==> config.mk <==
export PLATFORM = sky130hd
export DESIGN_NAME = sensor_debounce_multi
export DESIGN_NICKNAME = d
export VERILOG_FILES = /design/src/rtl/sensor_debounce_multi.sv
export SDC_FILE = /design/constraint.sdc
export NUM_CORES = 1
export LEC_CHECK = 0
export CORE_ASPECT_RATIO = 1.5
export CORE_MARGIN = 8
export CORE_UTILIZATION = 40
export DETAILED_ROUTE_END_ITERATION = 7
export GPL_TIMING_DRIVEN = 1
export HOLD_SLACK_MARGIN = 0.03
export SETUP_SLACK_MARGIN = 0.4
export SYNTH_ARGS = -nofsm -noshare
export SYNTH_HDL_FRONTEND = slang
export SYNTH_SLANG_ARGS = --single-unit
==> constraint.sdc <==
create_clock -name clk -period 3.8 [get_ports clk]
set_clock_uncertainty 0.1 [all_clocks]
set_input_delay 0.57 -clock clk [delete_from_list [all_inputs] [get_ports clk]]
set_output_delay 0.57 -clock clk [all_outputs]
set_load 0.1 [all_outputs]
==> src/rtl/sensor_debounce_multi.sv <==
// Multi-channel sensor conditioner: 2-flop sync, asymmetric debounce, edge pulses
// and a sticky stuck-active flag per channel.
module sensor_debounce_multi #(
  parameter int CHANNELS    = 4,
  parameter int ASSERT_CNT  = 50000,
  parameter int RELEASE_CNT = 10000,
  parameter int ACTIVE_LOW  = 1,
  parameter int STUCK_CNT   = 0
) (
  input  logic                clk,
  input  logic                reset,
  input  logic [CHANNELS-1:0] sensor_in,
  input  logic [CHANNELS-1:0] clear_stuck,
  output logic [CHANNELS-1:0] sensor_out,
  output logic [CHANNELS-1:0] active,
  output logic [CHANNELS-1:0] assert_pulse,
  output logic [CHANNELS-1:0] release_pulse,
  output logic [CHANNELS-1:0] stuck,
  output logic                any_active
);

  // state       | meaning
  // ST_INACTIVE | debounced channel inactive, qualifying toward assert
  // ST_ACTIVE   | debounced channel active, qualifying toward release
  typedef enum logic {ST_INACTIVE = 1'b0, ST_ACTIVE = 1'b1} state_t;

  localparam int MAX_CNT = (ASSERT_CNT > RELEASE_CNT) ? ASSERT_CNT : RELEASE_CNT;
  localparam int CW = $clog2(MAX_CNT + 1);
  localparam logic [CW-1:0] ASSERT_TC  = CW'(ASSERT_CNT - 1);
  localparam logic [CW-1:0] RELEASE_TC = CW'(RELEASE_CNT - 1);
  localparam logic IDLE_PIN = (ACTIVE_LOW != 0);

  logic [CHANNELS-1:0] act_nxt;

  for (genvar g = 0; g < CHANNELS; g++) begin : g_ch
    logic          s1, s2, raw_act, is_active, flip;
    logic          ap_q, rp_q, so_q;
    state_t        state;
    logic [CW-1:0] cnt, tc;

    assign raw_act    = s2 ^ IDLE_PIN;
    assign is_active  = (state == ST_ACTIVE);
    assign tc         = is_active ? RELEASE_TC : ASSERT_TC;
    assign flip       = (raw_act != is_active) && (cnt == tc);
    assign act_nxt[g] = is_active ^ flip;

    assign active[g]        = is_active;
    assign sensor_out[g]    = so_q;
    assign assert_pulse[g]  = ap_q;
    assign release_pulse[g] = rp_q;

    always_ff @(posedge clk or posedge reset) begin
      if (reset) begin
        s1    <= IDLE_PIN;
        s2    <= IDLE_PIN;
        state <= ST_INACTIVE;
        cnt   <= '0;
        ap_q  <= 1'b0;
        rp_q  <= 1'b0;
        so_q  <= IDLE_PIN;
      end else begin
        s1   <= sensor_in[g];
        s2   <= s1;
        ap_q <= 1'b0;
        rp_q <= 1'b0;
        so_q <= act_nxt[g] ^ IDLE_PIN;
        if (raw_act == is_active) begin
          cnt <= '0;
        end else if (cnt == tc) begin
          cnt <= '0;
          case (state)
            ST_ACTIVE: begin
              state <= ST_INACTIVE;
              rp_q  <= 1'b1;
            end
            default: begin
              state <= ST_ACTIVE;
              ap_q  <= 1'b1;
            end
          endcase
        end else begin
          cnt <= cnt + 1'b1;
        end
      end
    end

    if (STUCK_CNT > 0) begin : g_stuck
      localparam int HW = $clog2(STUCK_CNT + 1);
      localparam logic [HW-1:0] STUCK_TC = HW'(STUCK_CNT);
      logic [HW-1:0] hold;
      logic          stk, hold_sat, set_stk;

      assign hold_sat = (hold == STUCK_TC);
      // set fires on the edge hold reaches the limit and keeps firing while saturated
      assign set_stk  = is_active && (hold_sat || (hold == STUCK_TC - 1'b1));
      assign stuck[g] = stk;

      always_ff @(posedge clk or posedge reset) begin
        if (reset) begin
          hold <= '0;
          stk  <= 1'b0;
        end else begin
          if (!is_active)    hold <= '0;
          else if (!hold_sat) hold <= hold + 1'b1;
          if (set_stk)             stk <= 1'b1;
          else if (clear_stuck[g]) stk <= 1'b0;
        end
      end
    end else begin : g_no_stuck
      logic unused_clear;
      assign unused_clear = clear_stuck[g];
      assign stuck[g]     = 1'b0;
    end
  end

  always_ff @(posedge clk or posedge reset) begin
    if (reset) any_active <= 1'b0;
    else       any_active <= |act_nxt;
  end

endmodule

# ---- After elaboration in Yosys (flattened, before gate mapping)
# Cells that the tools add are included.
dict set report totals {
  output_inout_bits 21
  regBits 89
  inputBits 10
  wordCells 106
}
dict set report classes {
  eq_ne 12
  reduce_logical 9
  n_mux 36
  bitwise_logic 16
  n_addsub 4
}
# cell n
set ops {}
lappend ops {{16-bit two-way mux} 12}
lappend ops {{16-bit by 1-bit adder with 16-bit output (second input constant)} 4}
lappend ops {{16-bit == test} 4}
lappend ops {{1-bit two-way mux} 24}
lappend ops {{1-bit NOT} 12}
lappend ops {{2-bit AND reduction} 4}
lappend ops {{1-bit == test} 4}
lappend ops {{1-bit logical AND} 4}
lappend ops {{1-bit inequality test} 4}
lappend ops {{4-bit OR reduction} 1}
lappend ops {{1-bit bitwise XOR} 4}

# ---- Depth between registers and ports, before layout
# Gate-level depths: netlist of run 1.
dict set report depth {
  depth_word 5
  depth_mapped 8
  mapped_depth_nobuf 6
}

# ---- Least setup slack after synthesis of run 1
# No wires, ideal clock.
dict set report synth_path {
  path_type {reg2reg}
  from {register g_ch[1].cnt[12]}
  to {register g_ch[1].cnt[10]}
  arrival_time_ns 1.863
  path_stages_with_launch 8
  setup_ns 0.119
  period_less_slack_ns 2.082
  n_path_buf 2
  required_time_ns 3.581
  slack_ns 1.718
  cell_sequence {dfrtp_1 > or3_1 > or4_1 > a2111oi_4 > nand2b_1 > buf_4 > buf_6 > nor2_1}
}
dict set report synth_between {
  elab_chain_len 3
}
# item line
set synth_lines {}
lappend synth_lines {{start: declaration} 39} ;# logic [CW-1:0] cnt, tc;
lappend synth_lines {{start signal: assignment} 82} ;# cnt <= cnt + 1'b1;
lappend synth_lines {{16-bit == test} 69} ;# end else if (cnt == tc) begin
lappend synth_lines {{16-bit two-way mux} 69}
lappend synth_lines {{16-bit two-way mux} 67} ;# if (raw_act == is_active) begin
# No other way between the ends.
# A chain may end at the register's enable or synchronous reset.

# ---- Worst setup path in the final report of run 1
dict set report layout_path {
  from {register g_ch[2].state}
  to {output active[2]}
}
# item line
set layout_lines {}
lappend layout_lines {{start: declaration} 38} ;# state_t state;
lappend layout_lines {{start signal: assignment} 56} ;# state <= ST_INACTIVE;
lappend layout_lines {{start signal: assignment} 73} ;# state <= ST_INACTIVE;
lappend layout_lines {{start signal: assignment} 77} ;# state <= ST_ACTIVE;
lappend layout_lines {{end: declaration} 15} ;# output logic [CHANNELS-1:0] active,
# No word-level cell between the ends.

==> key figures, run 1 <==
Run status
  • Status: completed

GRT
  • Grt peak-use layer: met2
  • Largest net degree at the start of global routing: 46
  • Number of global-route vias before repair: 2726
  • First-pass GRT wire length: 12.6 mm
  • Initial antenna violation count: 0
  • Routing usage on met3: 0.0334
  • Met1 Use GR: 0.129
  • Gr ovfl total: 0
  • Grt met2 use: 0.187
  • Total global-route track usage: 0.113

Critical path
  • Arrival @ worst endpoint: 2.05 ns
  • Critical Path End Type: primary output
  • Crit path depth: 1
  • Bufs and invs on worst path: 1
  • Slowest stage delay, CP: 1.20 ns
  • Crit path from: g_ch[2].is_active
  • Cell family with most CP delay: buffers and inverters
  • Critical setup path kind: reg -> out
  • R2R Setup Slk: 1.36 ns
  • WP data required: 3.13 ns
  • Crit-path max FO: 8
  • Critical path's slowest cell: clkdlybuf4s50_1
  • Critical Path Sink: active[2]
  • Reg-to-Reg Start: g_ch[1].cnt[12]
  • CP startpoint kind: flop
  • R2R Path End: g_ch[1].cnt[7]
  • Cells along the critical path: clkdlybuf4s50_1
  • FF-to-FF path depth: 5

Timing
  • Setup violators final: 0
  • Final Hold Viols: 0
  • Period utilization: 0.716
  • Fin crit period: 2.72 ns
  • RSZ-0062 raised after global routing: no
  • Final setup TNS: 0 ns
  • Final Slew Violations: 0
  • Worst slew pin tran: 0.987 ns
  • Slew HR: 0.340
  • Fmax: 368 MHz

Layout
  • Filler cells: 970
  • N_diodes: 0
  • Layout cells sized above 1: 0.0747
  • Synthesis-to-finish area growth: 13.0%
  • Leading cell type in the layout, fill and taps excluded: nor2_1
  • Filler-free cell count of the finished design: 532
  • Layout net count: 424
  • Most frequent cells in the layout: nor2_1 (92), dfrtp_1 (77), xnor2_1 (40), nand2_1 (26), nand3_1 (26)

Die
  • I/O pins: 31
  • Chip height: 140 um
  • Starting Density: 0.407
  • Die area: 0.0138 mm^2
  • Die width: 98.5 um
  • Row count: 45
  • CORE AREA: 0.0100 mm^2

Logic synthesis
  • Ys async rst share: 1.00
  • Number of flops mapped to enable cells by yosys: 0
  • Top cell type's share of synthesized area: 0.472
  • Synthesized cell area: 0.00408 mm^2
  • Mean Syn Cell Area: 10.2 um^2
  • Register bit count reported by yosys: 89
  • Sequential fraction of the synthesis area: 0.549
  • Main synth FF type: dfrtp_1
  • Number of distinct library cells after synthesis: 29
  • Biggest area consumer among synthesized cells: dfrtp_1
  • Synthesized instance count: 402
  • Yosys warns: 0
  • Area contributors post-synth: dfrtp_1 (47%), xnor2_1 (8.6%), nor2_1 (8.5%), dfstp_2 (7.7%), xor2_1 (5.1%)

Routing
  • WL final: 7.07 mm
  • Iter 0 DRT Violations: 65
  • Residual DRC: 0
  • Vias: 2661
  • Pre-Repair DR Iteration Count: 4
  • DRT antenna net count: 0
  • Drt wl/cell: 13.3 um
  • Via density: 5.00

Clock network
  • Postcts setup bufs: 0
  • Max Buffers Root-to-Sink: 2
  • # hold bufs at CTS: 0
  • Clk sink count: 89
  • CTS resizes: 0
  • Worst skew pair latency: 0.34 ns
  • Clock-pin slew on the worst setup and hold paths: 0.06 ns
  • CTS Buf Count: 9
  • H-tree Lvls: 3
  • CTS tree: yes
  • CTS root buffer: clkbuf_16

Placement
  • Placed insts: 516
  • # port buffers: 22
  • Final HPWL DP: 4.80 mm
  • RD Place Congestion: 0.769

Worst hold path
  • Hold_sp: g_ch[3].s1
  • Type of the most critical hold path: reg -> reg

Pwr
  • Max IR drop VDD: 257 uV
  • Leakage: 1.99 nW
  • Pwr Density: 438 mW/mm^2

Run
  • Max-Cap Viols: 0
## cell type report
cell class	instances	area, um^2	share of cell area
Sequential cell	89	2240	0.486
Multi-Input combinational cell	274	1610	0.348
Timing Repair Buffer	23	240	0.0521
Clock buffer	9	225	0.0488
Tap cell	117	146	0.0317
Clock inverter	7	103	0.0222
Inverter	13	50.0	0.0108
## cells in the mapped netlist (4+ instances only)
master	count
dfrtp_1	77
mux2i_1	4
nand4_1	9
nor2_1	92
ha_1	4
nand3_1	26
buf_4	21
inv_1	13
nand2_1	26
xor2_1	24
clkbuf_1	6
xnor2_1	40
and3_1	8
dfstp_2	12
nor3_1	20
## kinds of logic (layout without fill, tap and decap cells)
logic type / after synthesis / count (layout) / share of synthesized area
AND/OR/NAND/NOR: 194 / 194 / 0.218
flip-flops: 89 / 89 / 0.549
XOR/XNOR: 64 / 64 / 0.137
buffers and inverters: 42 / 52 / 0.0600
adder cells (fa/ha/maj): 4 / 4 / 0.0123
AO/OA/AOI/OAI: 4 / 4 / 0.0132
multiplexers: 4 / 4 / 0.00980
other: 1 / 4 / 0.000918
## flip-flops by register name (all words and copies together) (netlist names)
register,cells
g_ch.cnt,64
g_ch.ap_q,4
g_ch.is_active,4
g_ch.rp_q,4
g_ch.s1,4
g_ch.s2,4
g_ch.so_q,4
any_active,1
## through the flow
stage / instance area [um^2] / worst slack, ns / power, mW / utilization / hold WS, ns
2_1_floorplan: 4100 / 0.843 / 1.05 / - / 0.245
3_3_place_gp: 4290 / 1.39 / 1.07 / 0.428 / 0.246
3_5_place_dp: 4290 / 1.36 / 1.07 / 0.428 / 0.247
4_1_cts: 4610 / 1.05 / 2.05 / 0.460 / 0.257
5_1_grt: 4610 / 0.988 / 2.10 / 0.460 / 0.261
6_report: 4610 / 1.08 / 2.02 / 0.460 / 0.256
## per-layer routing
metal | vias up | share of wire | wire length (um)
met5 | - | 0 | 0
met4 | 0 | 0.024 | 172
met3 | 12 | 0.042 | 298
met2 | 38 | 0.48 | 3360
met1 | 1305 | 0.46 | 3230
li1 | 1306 | - | -
## worst register-to-register path: stages, from the launching register on
cell	delay (ns)
dfrtp_1	0.41
or3_1	0.38
or4_1	0.45
a2111oi_4	0.29
nand2b_1	0.55
nor2_1	0.11
## worst min path at each step
stage / to / cells after the start / slack (ns)
after floorplan: g_ch[0].s2 / 0 / 0.25
after global placement: g_ch[3].s2 / 0 / 0.25
after detailed placement: g_ch[3].s2 / 0 / 0.25
after CTS: g_ch[3].s2 / 0 / 0.26
after global routing: g_ch[1].s2 / 0 / 0.26
final: g_ch[3].s2 / 0 / 0.26
## report_power, final
| group | leakage (nW) | internal, mW | switching [mW] |
|---|---|---|---|
| Clock | 0.162 | 0.584 | 0.383 |
| Combinational | 0.631 | 0.0186 | 0.0541 |
| Sequential | 1.19 | 0.966 | 0.0139 |
| Total | 1.99 | 1.57 | 0.451 |
No activity file was read; power rests on OpenSTA's default activity.
==> run 2, diff against run 1 <==
==> constraint.sdc (replaced) <==
create_clock -name clk -period 2.3 [get_ports clk]
set_clock_uncertainty 0.1 [all_clocks]
set_input_delay 0.345 -clock clk [delete_from_list [all_inputs] [get_ports clk]]
set_output_delay 0.345 -clock clk [all_outputs]
set_load 0.1 [all_outputs]
==> run 2 against run 1 <==
Sequential share of layout area fell by 2.7 points. Hold slack worse by 0.0046 ns. Combinational power is 100% higher. Total power increased by 66%. Critical path depth is 5 higher. Routed wire length up 3.8%. Cell count is 3.4% higher. Critical path type is now reg -> reg. Largest cell class unchanged. Largest power group unchanged.
==> key figures, run 2 (synthesized netlist as in run 1, its figures left out) <==
Clock network
  • Max Buffers Root-to-Sink: 2
  • H-tree Lvls: 3
  • CTS tree: yes
  • CTS root buffer: clkbuf_16
  • Worst skew pair latency: 0.34 ns
  • # hold bufs at CTS: 0
  • Clk sink count: 89
  • Clock-pin slew on the worst setup and hold paths: 0.06 ns
  • CTS Buf Count: 9

Timing
  • Fin crit period: 2.22 ns
  • Setup violators final: 0
  • Period utilization: 0.965
  • Final setup TNS: 0 ns
  • RSZ-0062 raised after global routing: yes
  • Final Hold Viols: 0
  • Fmax: 450 MHz
  • Fin worst setup slack: 0.0795 ns
  • Final Slew Violations: 0

Routing
  • WL final: 7.33 mm
  • Drt wl/cell: 13.3 um
  • DRT antenna net count: 0
  • Via density: 4.91
  • Pre-Repair DR Iteration Count: 4
  • Vias: 2701
  • Iter 0 DRT Violations: 112
  • Residual DRC: 0

Layout
  • Synthesis-to-finish area growth: 19.6%
  • Register area: 0.00224 mm^2
  • Leading cell type in the layout, fill and taps excluded: nor2_1
  • Most frequent cells in the layout: nor2_1 (79), dfrtp_1 (77), xnor2_1 (40), buf_4 (33), nand2_1 (26)
  • Layout net count: 442
  • Area of the multi-input gates: 0.00176 mm^2
  • Filler cells: 954
  • Max reg flops: 64
  • Final Util: 0.488
  • N_diodes: 0
  • Layout cells sized above 1: 0.206
  • Biggest register: g_ch.cnt

Placement
  • Setup Slack @ Placement: 0.117 ns
  • Final HPWL DP: 4.98 mm
  • # port buffers: 22
  • RD Place Congestion: 0.802

Worst hold path
  • Type of the most critical hold path: in -> async

Die
  • CORE AREA: 0.0100 mm^2
  • Chip height: 140 um
  • Die area: 0.0138 mm^2
  • I/O pins: 31
  • Die width: 98.5 um
  • Row count: 45
  • Starting Density: 0.407

Pwr
  • Leakage: 2.09 nW
  • Max IR drop VDD: 377 uV
  • Pwr Density: 684 mW/mm^2

Critical path
  • Critical setup path kind: reg -> reg
  • Arrival @ worst endpoint: 2.35 ns
  • WP data required: 2.43 ns
  • Critical Path End Type: flop
  • CP startpoint kind: flop
  • Crit-path max FO: 8

GRT
  • Initial antenna violation count: 0
  • First-pass GRT wire length: 12.8 mm
  • Number of global-route vias before repair: 2823
  • Total global-route track usage: 0.115
  • Gr ovfl total: 0
  • Largest net degree at the start of global routing: 53

Run
  • Max-Cap Viols: 0

Run status
  • Status: completed
==> run 2: cell types whose count changed in the layout (fill, tap and decap cells not counted), moves of 3 or more <==
| cell | before | now |
|---|---|---|
| clkdlybuf4s50_1 | 22 | 5 |
| o2111ai_2 | 0 | 3 |
| buf_4 | 0 | 33 |
| o2111ai_1 | 3 | 0 |
| nor2_4 | 0 | 11 |
| mux2i_2 | 0 | 3 |
| nor2_1 | 92 | 79 |
| mux2i_1 | 4 | 1 |
==> run 2: path summary, 6_finish.rpt <==
check / cells after the start / to / from / slack (ns)
hold / removal: 2 / g_ch[3].cnt[14] / reset / 0.25
min in group clk: 0 / g_ch[3].s2 / g_ch[3].s1 / 0.25
setup reg to reg: 6 / g_ch[1].cnt[13] / g_ch[1].cnt[12] / 0.08
hold reg to reg: 0 / g_ch[3].s2 / g_ch[3].s1 / 0.25
setup / recovery: 6 / g_ch[1].cnt[13] / g_ch[1].cnt[12] / 0.08
max in group asynchronous: 3 / g_ch[0].so_q / reset / 1.20
==> run 2: layout make-up <==
| type | count | area share |
|---|---|---|
| tap | 117 | 0.0300 |
| inverter | 13 | 0.0108 |
| timing repair buffer | 41 | 0.0743 |
| clock buffer | 12 | 0.0504 |
| multi-input combinational | 274 | 0.360 |
| sequential | 89 | 0.459 |
| clock inverter | 4 | 0.0156 |
==> run 2: critical path: stages, from the launching register on <==
cell,delay (ns)
dfrtp_1,0.39
or3_4,0.38
or4_4,0.43
a2111oi_4,0.34
nand2b_4,0.25
clkbuf_16,0.17
nor2_1,0.05
==> run 2: repair_timing <==
item                                    CTS  global route
pin swaps                                 0            11
gates cloned                              0             1
resized for setup                         5            33
endpoints found under the setup margin   21            46
buffers inserted                          3             1
==> run 2: routing by layer <==
metal / GRT usage / part of all wire
met1: 0.132 / 0.44
met2: 0.190 / 0.51
met3: 0.0325 / 0.030
met4: 0.0617 / 0.022
met5: 0 / 0
==> run 2: through the flow <==
stage          instances  cell area [um^2]  hold WS, ns  total power, mW
2_1_floorplan        405              4110        0.245             1.74
3_3_place_gp         529              4350        0.246             1.78
3_5_place_dp         529              4350        0.248             1.78
4_1_cts              548              4720        0.251             3.37
5_1_grt              550              4890        0.262             3.48
6_report             550              4890        0.251             3.34
==> run 2: where the power goes <==
group | switching, mW | internal (mW) | total, mW
Clock | 0.590 | 0.984 | 1.57
Sequential | 0.0236 | 1.60 | 1.62
Combinational | 0.100 | 0.0490 | 0.149
